File: config.mk
export PLATFORM = sky130hd
export DESIGN_NAME = player_motion_fsm
export DESIGN_NICKNAME = d
export VERILOG_FILES = /design/src/rtl/player_motion_pkg.sv /design/src/rtl/motion_tick_timer.sv /design/src/rtl/player_motion_fsm.sv
export SDC_FILE = /design/constraint.sdc
export NUM_CORES = 1
export LEC_CHECK = 0
export ABC_AREA = 1
export ABC_CLOCK_PERIOD_IN_PS = 1950
export CAP_MARGIN = 20
export CORE_ASPECT_RATIO = 1.2
export CORE_UTILIZATION = 52
export CTS_CLUSTER_SIZE = 8
export DETAILED_ROUTE_END_ITERATION = 16
export PLACE_DENSITY_LB_ADDON = 0.12
export SLEW_MARGIN = 40
export SYNTH_ARGS = -nofsm -noshare
export SYNTH_HDL_FRONTEND = slang
export SYNTH_HIERARCHICAL = 1
export SYNTH_SLANG_ARGS = --single-unit
File: constraint.sdc
create_clock -name clk -period 1.95 [get_ports clk]
set_input_delay 0.39 -clock clk [delete_from_list [all_inputs] [get_ports clk]]
set_output_delay 0.39 -clock clk [all_outputs]
set_load 0.005 [all_outputs]
File: src/rtl/player_motion_pkg.sv
// player_motion_pkg: shared state encodings and ctrl_in bit positions
// for the per-player motion engine (player_motion_fsm).
package player_motion_pkg;

  typedef enum logic [2:0] {
    ST_IDLE   = 3'd0,
    ST_WALK   = 3'd1,
    ST_CROUCH = 3'd2,
    ST_AIR    = 3'd3,
    ST_ATTACK = 3'd4,
    ST_SHIELD = 3'd5
  } motion_state_t;

  localparam int CTRL_W      = 7;
  localparam int CTRL_DOWN   = 1;
  localparam int CTRL_RIGHT  = 2;
  localparam int CTRL_UP     = 3;
  localparam int CTRL_LEFT   = 4;
  localparam int CTRL_ATTACK = 5;
  localparam int CTRL_SHIELD = 6;

endpackage

File: src/rtl/motion_tick_timer.sv
// motion_tick_timer: loadable down-counter advanced by a tick strobe.
// Ports: clk, rst (sync, active-high), tick, load, value -> count, zero.
module motion_tick_timer #(
  parameter int W = 4
) (
  input  logic         clk,
  input  logic         rst,
  input  logic         tick,
  input  logic         load,
  input  logic [W-1:0] value,
  output logic [W-1:0] count,
  output logic         zero
);

  always_ff @(posedge clk) begin
    if (rst) begin
      count <= '0;
    end else if (tick) begin
      if (load) begin
        count <= value;
      end else if (count != '0) begin
        count <= count - W'(1);
      end
    end
  end

  assign zero = (count == '0);

endmodule

File: src/rtl/player_motion_fsm.sv
// player_motion_fsm: per-player walk/crouch/jump/attack/shield engine.
// Ports: clk, rst (sync, active-high), tick, ctrl_in[6:0] ->
//   player_x, player_y, state, facing_left, attack_active,
//   shield_active, airborne. All outputs registered.
// Option: PLAYER_DOUBLE_JUMP_EN adds one mid-air jump on up rising edge.
module player_motion_fsm
  import player_motion_pkg::*;
#(
  parameter int X_W            = 10,
  parameter int Y_W            = 10,
  parameter int VY_W           = 8,
  parameter int X_INIT         = 300,
  parameter int Y_GROUND       = 300,
  parameter int Y_MIN          = 0,
  parameter int X_MIN          = 0,
  parameter int X_MAX          = 600,
  parameter int WALK_STEP      = 1,
  parameter int JUMP_V0        = 8,
  parameter int GRAVITY        = 1,
  parameter int ATTACK_TICKS   = 10,
  parameter int COOLDOWN_TICKS = 15
) (
  input  logic              clk,
  input  logic              rst,
  input  logic              tick,
  input  logic [CTRL_W-1:0] ctrl_in,
  output logic [X_W-1:0]    player_x,
  output logic [Y_W-1:0]    player_y,
  output logic [2:0]        state,
  output logic              facing_left,
  output logic              attack_active,
  output logic              shield_active,
  output logic              airborne
);

  localparam int TMR_MAX =
    (ATTACK_TICKS > COOLDOWN_TICKS) ? ATTACK_TICKS : COOLDOWN_TICKS;
  localparam int TMR_W = $clog2(TMR_MAX + 1);
  localparam int YE_W  = Y_W + 2;

  localparam logic [X_W:0] STEP_E  = WALK_STEP[X_W:0];
  localparam logic [X_W:0] XMAX_E  = X_MAX[X_W:0];
  localparam logic [X_W:0] XLIM_E  = X_MIN[X_W:0] + WALK_STEP[X_W:0];
  localparam logic [X_W-1:0] XMAX  = X_MAX[X_W-1:0];
  localparam logic [X_W-1:0] XMIN  = X_MIN[X_W-1:0];
  localparam logic [X_W-1:0] XINIT = X_INIT[X_W-1:0];

  localparam logic signed [YE_W-1:0] YG_E   = Y_GROUND[YE_W-1:0];
  localparam logic signed [YE_W-1:0] YMIN_E = Y_MIN[YE_W-1:0];
  localparam logic [Y_W-1:0] YG   = Y_GROUND[Y_W-1:0];
  localparam logic [Y_W-1:0] YMIN = Y_MIN[Y_W-1:0];

  localparam logic signed [VY_W-1:0] VY_V0   = JUMP_V0[VY_W-1:0];
  localparam logic signed [VY_W:0]   GRAV_E  = GRAVITY[VY_W:0];
  localparam logic signed [VY_W:0]   VYMIN_E =
    {2'b11, {(VY_W-1){1'b0}}};
  localparam logic signed [VY_W-1:0] VYMIN   =
    {1'b1, {(VY_W-1){1'b0}}};

  localparam logic [TMR_W-1:0] ATK_V = ATTACK_TICKS[TMR_W-1:0];
  localparam logic [TMR_W-1:0] CD_V  = COOLDOWN_TICKS[TMR_W-1:0];

  motion_state_t state_q, state_d;
  logic [X_W-1:0] x_q, x_d;
  logic [Y_W-1:0] y_q, y_d;
  logic signed [VY_W-1:0] vy_q, vy_d;
  logic facing_q, facing_d;
  logic atk_q, shd_q, air_q;

  logic k_down, k_right, k_up, k_left, k_attack, k_shield;
  logic one_dir;

  logic [X_W:0]   x_ext, x_sum, x_diff;
  logic [X_W-1:0] x_right, x_left, x_move;

  logic signed [YE_W-1:0] y_sum;
  logic signed [VY_W:0]   vy_sub;
  logic signed [VY_W-1:0] vy_grav;
  logic land, ceil_hit;

  logic atk_load, cd_load, ground_eval;
  logic [TMR_W-1:0] atk_count, cd_count;
  logic atk_zero, cd_zero;
  logic sig_unused;

  assign k_down   = ctrl_in[CTRL_DOWN];
  assign k_right  = ctrl_in[CTRL_RIGHT];
  assign k_up     = ctrl_in[CTRL_UP];
  assign k_left   = ctrl_in[CTRL_LEFT];
  assign k_attack = ctrl_in[CTRL_ATTACK];
  assign k_shield = ctrl_in[CTRL_SHIELD];
  assign one_dir  = k_left ^ k_right;

  // One extra bit so the clamp test sees overflow/underflow.
  assign x_ext   = {1'b0, x_q};
  assign x_sum   = x_ext + STEP_E;
  assign x_diff  = x_ext - STEP_E;
  assign x_right = (x_sum > XMAX_E) ? XMAX : x_sum[X_W-1:0];
  assign x_left  = (x_ext < XLIM_E) ? XMIN : x_diff[X_W-1:0];
  assign x_move  = !one_dir ? x_q : (k_right ? x_right : x_left);

  // Screen y grows downward, so positive vy moves up.
  assign y_sum = $signed({2'b00, y_q})
               - {{(YE_W-VY_W){vy_q[VY_W-1]}}, vy_q};
  assign land     = (y_sum >= YG_E);
  assign ceil_hit = (y_sum < YMIN_E);

  assign vy_sub  = {vy_q[VY_W-1], vy_q} - GRAV_E;
  assign vy_grav = (vy_sub < VYMIN_E) ? VYMIN : vy_sub[VY_W-1:0];

`ifdef PLAYER_DOUBLE_JUMP_EN
  logic up_prev_q, credit_q, credit_d, up_edge;

  assign up_edge = k_up & ~up_prev_q;

  always_ff @(posedge clk) begin
    if (rst) begin
      up_prev_q <= 1'b0;
      credit_q  <= 1'b1;
    end else if (tick) begin
      up_prev_q <= k_up;
      credit_q  <= credit_d;
    end
  end
`else
  // Up is ignored in the air; no edge or credit state exists.
`endif

  always_comb begin
    state_d     = state_q;
    x_d         = x_q;
    y_d         = y_q;
    vy_d        = vy_q;
    facing_d    = facing_q;
    atk_load    = 1'b0;
    cd_load     = 1'b0;
    ground_eval = 1'b0;
`ifdef PLAYER_DOUBLE_JUMP_EN
    credit_d    = credit_q;
`endif
    if (tick) begin
      if (one_dir && state_q != ST_ATTACK) begin
        facing_d = k_left;
      end
      unique case (state_q)
        ST_ATTACK: begin
          if (atk_count == TMR_W'(1)) begin
            state_d = ST_IDLE;
            cd_load = 1'b1;
          end
        end
        ST_SHIELD: ground_eval = !k_shield;
        ST_AIR: begin
          x_d = x_move;
          if (land) begin
            y_d     = YG;
            vy_d    = '0;
            state_d = ST_IDLE;
          end else if (ceil_hit) begin
            y_d  = YMIN;
            vy_d = '0;
          end else begin
            y_d  = y_sum[Y_W-1:0];
            vy_d = vy_grav;
          end
`ifdef PLAYER_DOUBLE_JUMP_EN
          if (land) begin
            credit_d = 1'b1;
          end else if (up_edge && credit_q) begin
            vy_d     = VY_V0;
            credit_d = 1'b0;
          end
`else
          // Single jump only.
`endif
        end
        default: ground_eval = 1'b1;
      endcase
      if (ground_eval) begin
`ifdef PLAYER_DOUBLE_JUMP_EN
        credit_d = 1'b1;
`endif
        priority case (1'b1)
          k_attack && cd_zero: begin
            state_d  = ST_ATTACK;
            atk_load = 1'b1;
          end
          k_shield: state_d = ST_SHIELD;
          k_up: begin
            state_d = ST_AIR;
            vy_d    = VY_V0;
          end
          k_down: state_d = ST_CROUCH;
          one_dir: begin
            state_d = ST_WALK;
            x_d     = x_move;
          end
          default: state_d = ST_IDLE;
        endcase
      end
    end
  end

  always_ff @(posedge clk) begin
    if (rst) begin
      state_q  <= ST_IDLE;
      x_q      <= XINIT;
      y_q      <= YG;
      vy_q     <= '0;
      facing_q <= 1'b0;
      atk_q    <= 1'b0;
      shd_q    <= 1'b0;
      air_q    <= 1'b0;
    end else begin
      state_q  <= state_d;
      x_q      <= x_d;
      y_q      <= y_d;
      vy_q     <= vy_d;
      facing_q <= facing_d;
      atk_q    <= (state_d == ST_ATTACK);
      shd_q    <= (state_d == ST_SHIELD);
      air_q    <= (state_d == ST_AIR);
    end
  end

  motion_tick_timer #(.W(TMR_W)) u_atk_timer (
    .clk   (clk),
    .rst   (rst),
    .tick  (tick),
    .load  (atk_load),
    .value (ATK_V),
    .count (atk_count),
    .zero  (atk_zero)
  );

  motion_tick_timer #(.W(TMR_W)) u_cd_timer (
    .clk   (clk),
    .rst   (rst),
    .tick  (tick),
    .load  (cd_load),
    .value (CD_V),
    .count (cd_count),
    .zero  (cd_zero)
  );

  assign sig_unused = ^{ctrl_in[0], atk_zero, cd_count};

  assign player_x      = x_q;
  assign player_y      = y_q;
  assign state         = state_q;
  assign facing_left   = facing_q;
  assign attack_active = atk_q;
  assign shield_active = shd_q;
  assign airborne      = air_q;

endmodule

After elaboration in Yosys (flattened, before gate mapping)
Cells that the tools add are included.
Operators by class
  equal/unequal tests: 8
  muxes and demuxes: 43
  magnitude comparators: 5
  add/subtract/negate cells: 6
  reduce and logical (&&, ||, !) cells: 13
  bitwise logic cells: 1
Operators by type and width (count)
  $mux W10: 13
  $mux W8: 8
  $mux W3: 6
  $mux W4: 4
  $eq A3 B3 Y1 const B: 4
  $ge A12 B10 Y1 const B: 1
  $lt A12 B1 Y1 const B: 1
  $sub A11 B8 Y12: 1
  $add A10 B1 Y11 const B: 1
  $gt A11 B10 Y1 const B: 1
  $lt A10 B1 Y1 const B: 1
  $sub A10 B1 Y10 const B: 1
  $lt A9 B8 Y1 const B: 1
  $sub A8 B2 Y9 const B: 1
  $mux W1: 8
  $reduce_and A2 Y1: 4
  $reduce_bool A4 Y1: 2
  $sub A4 B1 Y4 const B: 2
  $eq A3 B2 Y1 const B: 2
  $pmux W3 S2: 1
  $eq A4 B1 Y1 const B: 1
  $logic_not A4 Y1: 1
  $mux W2: 2
  $reduce_bool A2 Y1: 2
  other kinds (6): 7
Storage, ports and cells
  input port bits: 10
  register bits: 43
  output and inout port bits: 27

Longest topological paths before layout
  word-level depth: 12
  gate-level depth with buffers: 20
  gate-level depth less buffers: 20

Cells and area by module
The synthesis kept the hierarchy.
Modules (own cells, without submodules)
  player_motion_fsm: area each 2931.6 um2, times used 1, seq. area each 700.7 um2, cells an instance 482
  motion_tick_timer: area each 269.0 um2, times used 2, seq. area each 80.1 um2, cells an instance 43

Least setup slack after synthesis
OpenSTA, ideal clock, no wires.
  path type: reg2reg
  start point: reg y_q[0], in the netlist player_y[0]
  end point: reg vy_q[4]
  arrival time: 2098 ps
  required time: 1882 ps
  setup slack: -216 ps
  cell stages (with the launch flop): 21
  cell sequence: dfxtp_1 inv_1 ha_1 inv_1 fa_1 nand3_1 nand2_1 nand2_1 nand2_1 nand2_1 nand2_1 nand2_1 nand2_1 nand2_1 nand2_2 nand2_4 buf_6 nand3_1 nand2_1 nand2_1 a21oi_2
Between the ends
  word-level cells in the longest chain between the ends: 9
RTL lines
  start: declaration: RTL line player_motion_fsm.sv:65  | logic [Y_W-1:0] y_q, y_d;
  start signal: assignment: RTL line player_motion_fsm.sv:217  | y_q <= y_d;
  $sub A11 B8 Y12 (*): RTL line player_motion_fsm.sv:104  | - {{(YE_W-VY_W){vy_q[VY_W-1]}}, vy_q};
  $lt A12 B1 Y1: RTL line player_motion_fsm.sv:106  | assign ceil_hit = (y_sum < YMIN_E);
  $mux W8: RTL line player_motion_fsm.sv:159  | end else if (ceil_hit) begin
  $mux W8 (*): RTL line player_motion_fsm.sv:155  | if (land) begin
  $mux W8 (*): RTL line player_motion_fsm.sv:145  | unique case (state_q)
  $mux W8 (3 in series): RTL line player_motion_fsm.sv:183  | priority case (1'b1)
  $mux W8 (*): RTL line player_motion_fsm.sv:179  | if (ground_eval) begin
  end signal: assignment: RTL line player_motion_fsm.sv:218  | vy_q <= vy_d;
  end: declaration: RTL line player_motion_fsm.sv:66  | logic signed [VY_W-1:0] vy_q, vy_d;
Mark *: on every way between the ends. The rest lies on a longest branch, timed or not.
A chain may end at the register's enable or synchronous reset.

Worst setup path in the final report
  start point: reg y_q[0], in the netlist player_y[0]
  end point: reg air_q, in the netlist airborne
Between the ends
  word-level cells in the longest chain between the ends: 7
RTL lines
  $sub A11 B8 Y12: RTL line player_motion_fsm.sv:104
  $ge A12 B10 Y1: RTL line player_motion_fsm.sv:105  | assign land = (y_sum >= YG_E);
  $mux W3: RTL line player_motion_fsm.sv:155
  $pmux W3 S2: RTL line player_motion_fsm.sv:145
  $mux W3: RTL line player_motion_fsm.sv:179
  $mux W3: RTL line player_motion_fsm.sv:141  | if (tick) begin
  $eq A3 B2 Y1: RTL line player_motion_fsm.sv:222  | air_q <= (state_d == ST_AIR);
  end signal: assignment: RTL line player_motion_fsm.sv:222
  end: declaration: RTL line player_motion_fsm.sv:68  | logic atk_q, shd_q, air_q;
No other way between the ends.

==> flow_summary.ini <==
[critical_path]
r2r-end = airborne
crit_buf_inv = 3
cpLargestDelayFamily = simple AND/OR/NAND/NOR gates
path_cells = inv_2 > ha_4 > inv_2 > fa_2 > nand3_2 > nand2_2 > nand2_2 > nand2_2 > nand2_1 > nand2_1 > nand2_1 > nand2_1 > nor2_2 > nand2_4 > buf_6 > nand3_2 > nand2_2 > nand2_2 > nand3_2 > nor2_2
arrival_ps = 2590
critPathLaunch = player_y[0]
setup.worst_path.end = airborne
cp_slowest_stage_delay_ps = 390
crit_slowest_cell = fa_2
endpoint_kind = flop
cp_max_fo = 4
critPathMostFrequentCell = nand2_2
path_depth = 20
reg2reg_slack_ps = -390
critPathRequiredTime_ps = 2200
start_kind = flop
rr_worst_depth = 20
reg2reg_from = player_y[0]
critPathKind = flop to flop

[sta]
final_hold_viol_count = 0
slew_viol_final = 0
fin_skew_ps = 8.98
worst_slack_ps = -390
tns_ps = -7090
period_needed_ps = 2340
worst_slew_pin_slew_ps = 591
setup_viol = 22
rsz0062_at_grt = yes
slew-limit-headroom_pct = 60.6
finalCritPeriodShare_pct = 120
clock.fmax_ghz = 0.427

[status]
violations = setup timing
status = finished with violations

[global_route]
grt_max_degree = 25
grt_pass1_wl_um = 16800
grt_overflow = 0
antenna_found_initial = 0
grtUsageMet2_pct = 56.2
first_global_vias = 4007
track_usage_pct = 29.5
grt-busiest-layer = met2
gr-usage-met3_pct = 2.51
met1_usage_pct = 33.6

[place]
gp_congestion = 0.939
io_buffers = 35
place_ws_ps = -361
dpl.hpwl_um = 7470

[yosys]
synth_cells = 567
avgSynthCellArea_um2 = 6.11
yosysWarnings = 6
syn_area_um2 = 3460

[job]
cap_violations = 0

[clock_network]
cts_made_buffers = 5
cts_buffer_depth = 2
cts-htree-levels = 2
tritoncts = done
root_buffer = clkbuf_8
clock_sinks = 43
cts-hold-fix-buffers = 0
path_clk_slew_ps = 90
clk_latency_ps = 300

[die]
ios = 37
initial_core_util_pct = 53.7
die_w_um = 76.5
coreArea_um2 = 6450
die_height_um = 91.4
die_area_um2 = 6990
rows = 32

[cells_and_area]
area_delta_synth_final_pct = 49.9
layout.nets = 743
fin_util_pct = 80.6
n_antenna_cell = 0
drive_gt1_share_pct = 31.7

[route]
wl_per_cell_um = 13.3
via_count = 4205
initialDrtViolationCount = 186
ant_nets = 0
viasPerCell = 5.24
drc_errors = 0
first_pass_iters = 8
wirelength_um = 10600

[power]
peakVddDrop_v = 0.000779
cellPowerDensity_nw_per_um2 = 700
power.leakage_nw = 2.42

[hold_path]
min_path_type = flop to flop
## worst min-delay path by stage
stage	from	end	slack [ps]	cells after the start
after floorplan	u_cd_timer/count[1]	u_cd_timer/count[1]	450	2
after global placement	u_cd_timer/count[1]	u_cd_timer/count[1]	460	2
after detailed placement	u_cd_timer/count[1]	u_cd_timer/count[1]	480	2
after CTS	u_cd_timer/count[1]	u_cd_timer/count[1]	500	2
after global routing	u_cd_timer/count[1]	u_cd_timer/count[1]	510	2
final	u_cd_timer/count[1]	u_cd_timer/count[1]	490	2
## metal layers
| metal | vias to the layer above | wire, um |
|---|---|---|
| li1 | 2113 | - |
| met1 | 1893 | 4350 |
| met2 | 155 | 5360 |
| met3 | 44 | 548 |
| met4 | 0 | 390 |
| met5 | - | 0 |
## through the flow
step | std cells | power [W] | hold slack [ps] | area [um2]
after detailed placement | 780 | 0.00277 | 484 | 4660
after global routing | 802 | 0.00391 | 513 | 5190
after floorplan | 573 | 0.00219 | 447 | 3510
after CTS | 791 | 0.00345 | 498 | 4900
final | 802 | 0.00363 | 487 | 5190
after global placement | 780 | 0.00270 | 458 | 4660
## sequential cells by signal, summed over array words and instances, names as in the netlist
name,flops
shield_active,1
vy_q,8
state,3
u_atk_timer/count,4
facing_left,1
player_x,10
player_y,10
u_cd_timer/count,4
airborne,1
attack_active,1
## what timing repair did
| action | 4_1_cts | 5_1_grt |
|---|---|---|
| pin swaps | 15 | 31 |
| endpoints found under the setup margin | 27 | 36 |
| resized for setup | 28 | 59 |
| cloned | 1 | 0 |
| buffers inserted | 2 | 11 |
## report_power, final
part,leakage [nW],total (W),switching (W),internal (W)
Clock,0.0412,0.000596,0.000344,0.000251
Sequential,0.353,0.00112,0.000114,0.00101
Combinational,2.03,0.00192,0.00106,0.000859
Total,2.42,0.00363,0.00152,0.00212
## cell type report
class,count,area [um2]
Fill cell,460,1250
Timing Repair Buffer,145,1210
Inverter,86,325
Sequential cell,43,872
Clock buffer,6,72.6
Multi-Input combinational cell,435,2600
Tap cell,85,106
Clock inverter,2,12.5
## layout by cell type, fill, tap and decap left out, drive strengths merged, types with 5 or more instances in the layout
cell / instances
nand3: 53
nand2: 174
nand4: 11
o21ai: 27
conb: 8
a21oi: 45
ha: 16
clkbuf: 6
xor2: 15
dfxtp: 43
inv: 83
buf: 110
nor2: 59
o211ai: 5
clkdlybuf4s50: 35
nor3: 8
## worst register-to-register path, stage by stage, from the launching register on
cell and delay [ps]:
dfxtp_2 340, inv_2 60, ha_4 120, inv_2 40, fa_2 390, nand3_2 90, nand2_2 70, nand2_2 80
nand2_2 80, nand2_1 80, nand2_1 60, nand2_1 80, nand2_1 60, nor2_2 130, nand2_4 110, buf_6 130
nand3_2 50, nand2_2 50, nand2_2 80, nand3_2 90, nor2_2 120
Note: power is estimated with default switching activity, not from simulation.
